--- src/rtl/cache_req_pkg.sv ---
// Shared types and constants for the cache request initiator.
// The FIFO record holds {write, tag, index, wdata}, MSB first.
package cache_req_pkg;

    localparam int INDEX_WIDTH = 6;
    localparam int COUNT_WIDTH = 16;
    localparam int CMD_WIDTH   = 1 + 8 + INDEX_WIDTH + 32;

    typedef enum logic [2:0] {
        ST_IDLE  = 3'd0,
        ST_ISSUE = 3'd1,
        ST_HOLD  = 3'd2,
        ST_WAIT  = 3'd3,
        ST_RESP  = 3'd4
    } state_e;

    function automatic int cmd_width(input int tag_w, input int data_w);
        return 1 + tag_w + INDEX_WIDTH + data_w;
    endfunction

    function automatic logic [COUNT_WIDTH-1:0] sat_inc(input logic [COUNT_WIDTH-1:0] v);
        return (&v) ? v : v + 1'b1;
    endfunction

endpackage

--- src/rtl/cache_cmd_fifo.sv ---
// Synchronous FIFO for buffered cache commands; pointers carry an extra wrap bit
// so full and empty are distinguished without a separate occupancy counter.
module cache_cmd_fifo #(
    parameter int WIDTH = 8,
    parameter int DEPTH = 4
) (
    input  logic             clk,
    input  logic             rst_n,
    input  logic             push,
    input  logic [WIDTH-1:0] push_data,
    input  logic             pop,
    output logic [WIDTH-1:0] pop_data,
    output logic             full,
    output logic             empty
);

    localparam int AW = $clog2(DEPTH);

    logic [WIDTH-1:0] mem_q [DEPTH];
    logic [AW:0]      wr_ptr_q, wr_ptr_d;
    logic [AW:0]      rd_ptr_q, rd_ptr_d;
    logic             do_push;
    logic             do_pop;

    assign full     = (wr_ptr_q[AW] != rd_ptr_q[AW]) && (wr_ptr_q[AW-1:0] == rd_ptr_q[AW-1:0]);
    assign empty    = (wr_ptr_q == rd_ptr_q);
    assign do_push  = push && !full;
    assign do_pop   = pop && !empty;
    assign pop_data = mem_q[rd_ptr_q[AW-1:0]];

    always_comb begin
        wr_ptr_d = wr_ptr_q;
        rd_ptr_d = rd_ptr_q;
        if (do_push) wr_ptr_d = wr_ptr_q + 1'b1;
        if (do_pop)  rd_ptr_d = rd_ptr_q + 1'b1;
    end

    always_ff @(posedge clk or negedge rst_n) begin
        if (!rst_n) begin
            wr_ptr_q <= '0;
            rd_ptr_q <= '0;
        end else begin
            wr_ptr_q <= wr_ptr_d;
            rd_ptr_q <= rd_ptr_d;
        end
    end

    // Storage needs no reset: nothing reads an entry before it is written.
    always_ff @(posedge clk) begin
        if (do_push) mem_q[wr_ptr_q[AW-1:0]] <= push_data;
    end

endmodule

--- src/rtl/cache_req_master.sv ---
// Cache request initiator: buffers commands, drives two-cycle request strobes,
// and returns one response per command with timeout and hit/miss counters.
//   state | meaning
//   IDLE  | waiting for a buffered command; pops it into cmd_q
//   ISSUE | first strobe cycle
//   HOLD  | second strobe cycle; cache_hit sampled
//   WAIT  | strobes low; waiting for cache_ready or timeout
//   RESP  | response held until rsp_ready
module cache_req_master
    import cache_req_pkg::*;
#(
    parameter int DATA_WIDTH = 32,
    parameter int TAG_WIDTH  = 8,
    parameter int FIFO_DEPTH = 4,
    parameter int TIMEOUT    = 16
) (
    input  logic                   clk,
    input  logic                   rst_n,
    input  logic                   cmd_valid,
    output logic                   cmd_ready,
    input  logic                   cmd_write,
    input  logic [TAG_WIDTH-1:0]   cmd_tag,
    input  logic [INDEX_WIDTH-1:0] cmd_index,
    input  logic [DATA_WIDTH-1:0]  cmd_wdata,
    output logic                   rsp_valid,
    input  logic                   rsp_ready,
    output logic                   rsp_write,
    output logic [DATA_WIDTH-1:0]  rsp_data,
    output logic                   rsp_hit,
    output logic                   rsp_error,
    output logic [TAG_WIDTH-1:0]   addr_tag,
    output logic [INDEX_WIDTH-1:0] addr_index,
    output logic [DATA_WIDTH-1:0]  write_data,
    output logic                   cache_read,
    output logic                   cache_write,
    input  logic [DATA_WIDTH-1:0]  read_data,
    input  logic                   cache_hit,
    input  logic                   cache_ready,
    output logic [COUNT_WIDTH-1:0] hit_count,
    output logic [COUNT_WIDTH-1:0] miss_count
);

    localparam int CW    = cmd_width(TAG_WIDTH, DATA_WIDTH);
    localparam int TMR_W = (TIMEOUT > 2) ? $clog2(TIMEOUT) : 1;

    typedef struct packed {
        logic                   write;
        logic [TAG_WIDTH-1:0]   tag;
        logic [INDEX_WIDTH-1:0] index;
        logic [DATA_WIDTH-1:0]  wdata;
    } cmd_t;

    state_e                  state_q, state_d;
    cmd_t                    cmd_q, cmd_d;
    logic                    hit_q, hit_d;
    logic                    err_q, err_d;
    logic [DATA_WIDTH-1:0]   rdata_q, rdata_d;
    logic [TMR_W-1:0]        tmr_q, tmr_d;
    logic [COUNT_WIDTH-1:0]  hit_cnt_q, hit_cnt_d;
    logic [COUNT_WIDTH-1:0]  miss_cnt_q, miss_cnt_d;

    logic                    fifo_full;
    logic                    fifo_empty;
    logic                    fifo_pop;
    logic [CW-1:0]           fifo_rdata;

    assign fifo_pop  = (state_q == ST_IDLE) && !fifo_empty;
    assign cmd_ready = !fifo_full;

    cache_cmd_fifo #(
        .WIDTH (CW),
        .DEPTH (FIFO_DEPTH)
    ) u_fifo (
        .clk       (clk),
        .rst_n     (rst_n),
        .push      (cmd_valid),
        .push_data ({cmd_write, cmd_tag, cmd_index, cmd_wdata}),
        .pop       (fifo_pop),
        .pop_data  (fifo_rdata),
        .full      (fifo_full),
        .empty     (fifo_empty)
    );

    always_comb begin
        state_d     = state_q;
        cmd_d       = cmd_q;
        hit_d       = hit_q;
        err_d       = err_q;
        rdata_d     = rdata_q;
        tmr_d       = tmr_q;
        hit_cnt_d   = hit_cnt_q;
        miss_cnt_d  = miss_cnt_q;
        cache_read  = 1'b0;
        cache_write = 1'b0;
        rsp_valid   = 1'b0;

        case (state_q)
            ST_IDLE: begin
                if (fifo_pop) begin
                    cmd_d   = cmd_t'(fifo_rdata);
                    hit_d   = 1'b0;
                    err_d   = 1'b0;
                    rdata_d = '0;
                    state_d = ST_ISSUE;
                end
            end
            ST_ISSUE: begin
                cache_write = cmd_q.write;
                cache_read  = !cmd_q.write;
                state_d     = ST_HOLD;
            end
            ST_HOLD: begin
                cache_write = cmd_q.write;
                cache_read  = !cmd_q.write;
                hit_d       = cache_hit && !cmd_q.write;
                tmr_d       = TMR_W'(TIMEOUT - 1);
                state_d     = ST_WAIT;
            end
            ST_WAIT: begin
                // Counters move on entry to RESP so they already reflect the response on display.
                if (cache_ready) begin
                    if (!cmd_q.write) begin
                        rdata_d = read_data;
                        if (hit_q) hit_cnt_d  = sat_inc(hit_cnt_q);
                        else       miss_cnt_d = sat_inc(miss_cnt_q);
                    end
                    state_d = ST_RESP;
                end else if (tmr_q == '0) begin
                    err_d   = 1'b1;
                    hit_d   = 1'b0;
                    state_d = ST_RESP;
                end else begin
                    tmr_d = tmr_q - 1'b1;
                end
            end
            ST_RESP: begin
                rsp_valid = 1'b1;
                if (rsp_ready) state_d = ST_IDLE;
            end
            default: state_d = ST_IDLE;
        endcase
    end

    always_ff @(posedge clk or negedge rst_n) begin
        if (!rst_n) begin
            state_q    <= ST_IDLE;
            cmd_q      <= '0;
            hit_q      <= 1'b0;
            err_q      <= 1'b0;
            rdata_q    <= '0;
            tmr_q      <= '0;
            hit_cnt_q  <= '0;
            miss_cnt_q <= '0;
        end else begin
            state_q    <= state_d;
            cmd_q      <= cmd_d;
            hit_q      <= hit_d;
            err_q      <= err_d;
            rdata_q    <= rdata_d;
            tmr_q      <= tmr_d;
            hit_cnt_q  <= hit_cnt_d;
            miss_cnt_q <= miss_cnt_d;
        end
    end

    assign addr_tag   = cmd_q.tag;
    assign addr_index = cmd_q.index;
    assign write_data = cmd_q.wdata;
    assign rsp_write  = cmd_q.write;
    assign rsp_data   = rdata_q;
    assign rsp_hit    = hit_q;
    assign rsp_error  = err_q;
    assign hit_count  = hit_cnt_q;
    assign miss_count = miss_cnt_q;

endmodule

--- config.mk ---
export PLATFORM = sky130hd
export DESIGN_NAME = cache_req_master
export DESIGN_NICKNAME = d
export VERILOG_FILES = /design/src/rtl/cache_req_pkg.sv /design/src/rtl/cache_cmd_fifo.sv /design/src/rtl/cache_req_master.sv
export SDC_FILE = /design/constraint.sdc
export NUM_CORES = 1
export LEC_CHECK = 0
export ABC_AREA = 1
export BUFFER_PORTS_ARGS = -buffer_cell sky130_fd_sc_hd__buf_2
export CAP_MARGIN = 20
export CELL_PAD_IN_SITES_DETAIL_PLACEMENT = 0
export CELL_PAD_IN_SITES_GLOBAL_PLACEMENT = 1
export CORE_ASPECT_RATIO = 0.7
export CORE_MARGIN = 2
export CORE_UTILIZATION = 40
export CTS_CLUSTER_SIZE = 16
export DETAILED_ROUTE_END_ITERATION = 10
export GPL_ROUTABILITY_DRIVEN = 0
export PLACE_DENSITY_LB_ADDON = 0.1
export SLEW_MARGIN = 20
export SYNTH_ARGS = -nofsm -noshare
export SYNTH_HDL_FRONTEND = slang
export SYNTH_SLANG_ARGS = --single-unit
--- constraint.sdc ---
create_clock -name clk -period 3.5 [get_ports clk]
set_input_delay 0.525 -clock clk [delete_from_list [all_inputs] [get_ports clk]]
set_output_delay 0.525 -clock clk [all_outputs]
set_load 0.05 [all_outputs]
After elaboration in Yosys (flattened, before gate mapping) --
Memory sizes are Yosys's and may differ from the RTL's. A register that Yosys moved wholly into a read port is not among the register bits. Index checks and enable logic that the tools add are counted.
Storage, ports and cells: register bits after elaboration 79, output and inout bits 117, memories 1, bits in writable memories 188, bits of input ports 85
Memories:
- u_fifo.mem_q | words 4, width 47, rd ports 1, clocked after memory_dff 1, wr ports 1, RTL line cache_cmd_fifo.sv:19 | logic [WIDTH-1:0] mem_q [DEPTH];
Operators by class: muxes and demuxes 24, add/subtract/negate cells 5, equal/unequal tests 15, reduce and logical (&&, ||, !) cells 25, bitwise logic cells 4
Operator list (count):
- $mux W32 | 3
- $pmux W32 S2 | 1
- $add A16 B1 Y16 const B | 2
- $reduce_and A16 Y1 | 2
- $pmux W3 S5 | 1
- $mux W3 | 4
- $ne A2 B2 Y1 const B | 6
- $reduce_and A4 Y1 | 3
- $mux W1 | 10
- $reduce_and A5 Y1 | 2
- $mux W4 | 2
- $pmux W4 S2 | 1
- $add A3 B1 Y3 const B | 2
- $eq A3 B2 Y1 const B | 2
- $reduce_and A3 Y1 | 2
- $logic_and A1 B1 Y1 | 5
- $logic_not A1 Y1 | 4
- $logic_not A4 Y1 | 1
- $not A1 Y1 | 4
- $reduce_bool A2 Y1 | 2
- $sub A4 B1 Y4 const B | 1
- $eq A3 B1 Y1 const B | 1
- $eq A3 B3 Y1 | 1
- $eq A3 B3 Y1 const B | 1
- other kinds (10) | 10

Logic depth before layout (Yosys ltp) --
depth after elaboration 6, gate-level depth with buffers 10

Hierarchy --
A second synthesis with hierarchy kept.
Unflattened totals: cells, all modules 1226, area, all modules 13232.7 µm²
By module, submodules not included:
- cache_cmd_fifo | sequential area each 5795.6 µm², times used 1, cells an instance 516, area an instance 7626.1 µm²
- cache_req_master | sequential area each 3002.9 µm², times used 1, cells an instance 710, area an instance 5606.6 µm²

Worst setup path after synthesis --
OpenSTA, ideal clock, no wires.
path type register to register, start point register u_fifo.wr_ptr_q[2], end point memory u_fifo.mem_q[0][0] (netlist bit), enable pin, buffers on the path 0, library setup time 0.452 ns, path slack -0.371 ns, clock period less this slack 3.871 ns, stages on the path, launching flop included 6, required time 3.048 ns, arrival 3.419 ns, cells stage by stage dfrtp_1 -> xnor2_1 -> inv_1 -> nand2_1 -> nand2_2 -> nor2_1
Between the ends: word-level cells in the longest chain between the ends 6
Ends and longest elaborated chain:
- start, declared | RTL line cache_cmd_fifo.sv:20 | logic [AW:0] wr_ptr_q, wr_ptr_d;
- start signal, assigned | RTL line cache_cmd_fifo.sv:43 | wr_ptr_q <= wr_ptr_d;
- $ne A1 B1 Y1 | RTL line cache_cmd_fifo.sv:25 | assign full = (wr_ptr_q[AW] != rd_ptr_q[AW]) && (wr_ptr_q[AW-1:0] == rd_ptr_q[AW-1:0]);
- $logic_and A1 B1 Y1 | RTL line cache_cmd_fifo.sv:25
- $logic_not A1 Y1
- net cmd_ready | RTL line cache_req_master.sv:20 | output logic cmd_ready,
- $logic_and A1 B1 Y1 | RTL line cache_cmd_fifo.sv:27 | assign do_push = push && !full;
- $mux W1 | RTL line cache_cmd_fifo.sv:50 | if (do_push) mem_q[wr_ptr_q[AW-1:0]] <= push_data;
- $mux W1 (not written as such) | RTL line cache_cmd_fifo.sv:50
- end, declared | RTL line cache_cmd_fifo.sv:19
The timed path passes the listed nets, and every way through them passes these cells.

Worst setup path after layout --
start point register u_fifo.rd_ptr_q[1], end point output cmd_ready
Between the ends: word-level cells in the longest chain between the ends 3
Ends and longest elaborated chain:
- start, declared | RTL line cache_cmd_fifo.sv:21 | logic [AW:0] rd_ptr_q, rd_ptr_d;
- start signal, assigned | RTL line cache_cmd_fifo.sv:44 | rd_ptr_q <= rd_ptr_d;
- $eq A2 B2 Y1 | RTL line cache_cmd_fifo.sv:25
- $logic_and A1 B1 Y1 | RTL line cache_cmd_fifo.sv:25
- $logic_not A1 Y1 | RTL line cache_req_master.sv:68 | assign cmd_ready = !fifo_full;
- end, declared | RTL line cache_req_master.sv:20
Every way passes these cells.

==> flow_summary.toml <==
[outcome]
status = "finished clean"

[detailed_routing]
routed_via_density = 4.79
drt-pass1-iter-count = 5
vias = 8782
routedWlPerCell_um = 16.6
drtIter0Drc = 744
drc = 0
routed_wl_um = 30300
ant_nets = 0

[global_route]
grt_max_degree = 96
grt-ovfl-total = 0
antenna_found_initial = 2
grt_pass1_wl_um = 48000
grt_pass1_vias = 8388
track_usage_pct = 18.2

[layout]
areaGrowthSynthToFinish_pct = 19.5
nFillCells = 2971
final_area_um2 = 15400
nets = 1480
final_util_pct = 48.9
finalNonFillerCells = 1832
layout-drive-gt1-share_pct = 20.5

[critical_path]
cp-start-kind = "register"
path_cells = "inv_2, nand2_1, nand2_1, nor2_4, nand2_1, buf_2"
crit_type = "register to primary output"
cp_max_fo = 23
path_delay_family = "flip-flops"
arrival_ps = 1870
critPathMaxStageDelay_ps = 630
path_buf_inv = 2
cp_slowest_cell = "dfrtp_2"
required_ps = 2970
critPathCaptureType = "primary output"
path_common_cell = "nand2_1"

[logic_synthesis]
synth_ff_type = "edfxtp_1"
syn-num-nets = 1284
yosysWarnings = 0
synth.avg_cell_area_um2 = 10.8
synth_seq_area_share_pct = 68.4
netlist_top_cells_count = "357 x nand2_1, 188 x edfxtp_1, 145 x nor2_1"
synth_edf_count = 188
yosys.area.top_type_share_pct = 43.9
syn_inst = 1191
synth.top_cells.by_area = "edfxtp_1 44%, dfrtp_1 25%, nand2_1 10%, o21ai_0 5.1%, nor2_1 4.2%"
yosysMostFrequentCell = "nand2_1"
ys_async_sr_fraction_pct = 40.1
yosys_register_bits = 314
yosysTopAreaCell = "edfxtp_1"
synth_cell_types = 31
synth_area_um2 = 12900

[floorplanning]
die_w_um = 218
die_height_um = 154
placement_rows = 54
initial_utilization_pct = 40.9
io_pins = 202
dieArea_um2 = 33600
core_um2 = 31400

[min_path]
hp-class = "input pin to asynchronous set/reset pin"

[clock_tree]
clock-sinks = 314
clockBufferDepth = 3
clkLatencyLatePin_ps = 520
cts_hold_repair.buffers = 0
cts_tree = "built"
clk_pin_slew_worst_paths_ps = 60
cts_resized = 0
cts_setup_buffers = 0
cts_made_buffers = 34
ctsRootBufferMaster = "clkbuf_16"
htree_num_levels = 2

[pwr]
p_leak_nw = 6.57
p_per_area_nw_per_um2 = 956
p_total_mw = 14.7
irDropWorstVdd_v = 0.000424

[placed_design]
dp_cells = 1770
place_hpwl_um = 18500
placed_cell_area_um2 = 14300
port_buffers = 201
pre_cts_ws_ps = 1110

[timing]
slew_headroom_pct = 30.3
fmax_ghz = 0.418
rsz0062_at_grt = "false"
post-route-period-util_pct = 68.4
setup_violations = 0
period_minus_slack_ps = 2390
skew_ps = 15.8
hold_slack_ps = 38.7
fin_setup_tns_ps = 0
tightest_slew_ps = 1040
finalWorstSetupSlack_ps = 1110
slew_viol_final = 0
final_hold_viol_count = 0

[job]
max-cap-violations = 0
layout by cell type, fill, tap and decap left out, types with 20 or more instances in the layout:
cell       Yosys  routed
inv_1         42      41
o21ai_0      130     130
buf_2         12     200
o22ai_1       47      47
o21ai_1       20      20
clkbuf_16      0      35
nand2_1      357     357
edfxtp_1     188     188
nor2_1       145     141
dfrtp_1      126     124
layer usage:
layer	vias to the layer above	track usage (%)	wire [µm]	share of wire, %
met1	4115	27.3	15300	51
met5	-	0	11	0.036
met4	2	5.64	622	2.1
met3	50	3.42	1450	4.8
met2	195	26.7	12900	43
li1	4420	-	-	-
sequential cells by signal (all words and copies together) (netlist names), 3 cells and up:
name and cells:
rsp_data 32, state_q 3, u_fifo.mem_q 188, hit_count 16
u_fifo.wr_ptr_q 3, addr_tag 8, write_data 32, u_fifo.rd_ptr_q 3
addr_index 6, tmr_q 4, miss_count 16
worst register-to-register path: stages, from the launching register on:
cell,delay (ps)
dfrtp_2,630
nand2_1,100
nand2_1,120
nor2_4,70
nand2_1,90
nand2_2,190
nor2_4,530
buf_12,300
area by class of cell:
type	count	area [µm²]	area share, %
clock buffers	51	976	6.35
well taps	420	526	3.42
flip-flops and latches	314	8800	57.3
multi-input cells	779	3620	23.5
inverters	44	165	1.07
clock inverters	9	98.8	0.643
diodes	1	2.50	0.0163
repair buffers	214	1180	7.68
cell families after synthesis:
group                      share of synthesized area [%]
buffers and inverters                               3.68
DFF                                                 68.4
AOI/OAI and AO/OA                                   8.62
adders and majority gates                          0.778
xor gates and xnor gates                            1.36
and+or+nand+nor                                     17.1
power by group:
group | total, mW | leakage, nW | switching (mW) | internal [mW]
Clock | 3.47 | 0.531 | 1.39 | 2.08
Combinational | 5.72 | 2.70 | 4.32 | 1.40
Sequential | 5.50 | 3.34 | 0.507 | 4.99
final timing paths:
path | slack (ps) | depth (start not counted) | endpoint | startpoint
max | 1110 | 6 | cmd_ready | u_fifo.rd_ptr_q[1]
min reg2reg | 470 | 2 | write_data[30] | write_data[30]
min in group clk | 230 | 1 | u_fifo.mem_q[3][43] | cmd_tag[5]
max reg2reg | 1140 | 7 | u_fifo.mem_q[3][36] | u_fifo.rd_ptr_q[1]
max in group asynchronous | 2660 | 2 | miss_count[7] | rst_n
min | 40 | 1 | write_data[26] | rst_n
No activity file was read; power rests on OpenSTA's default activity.
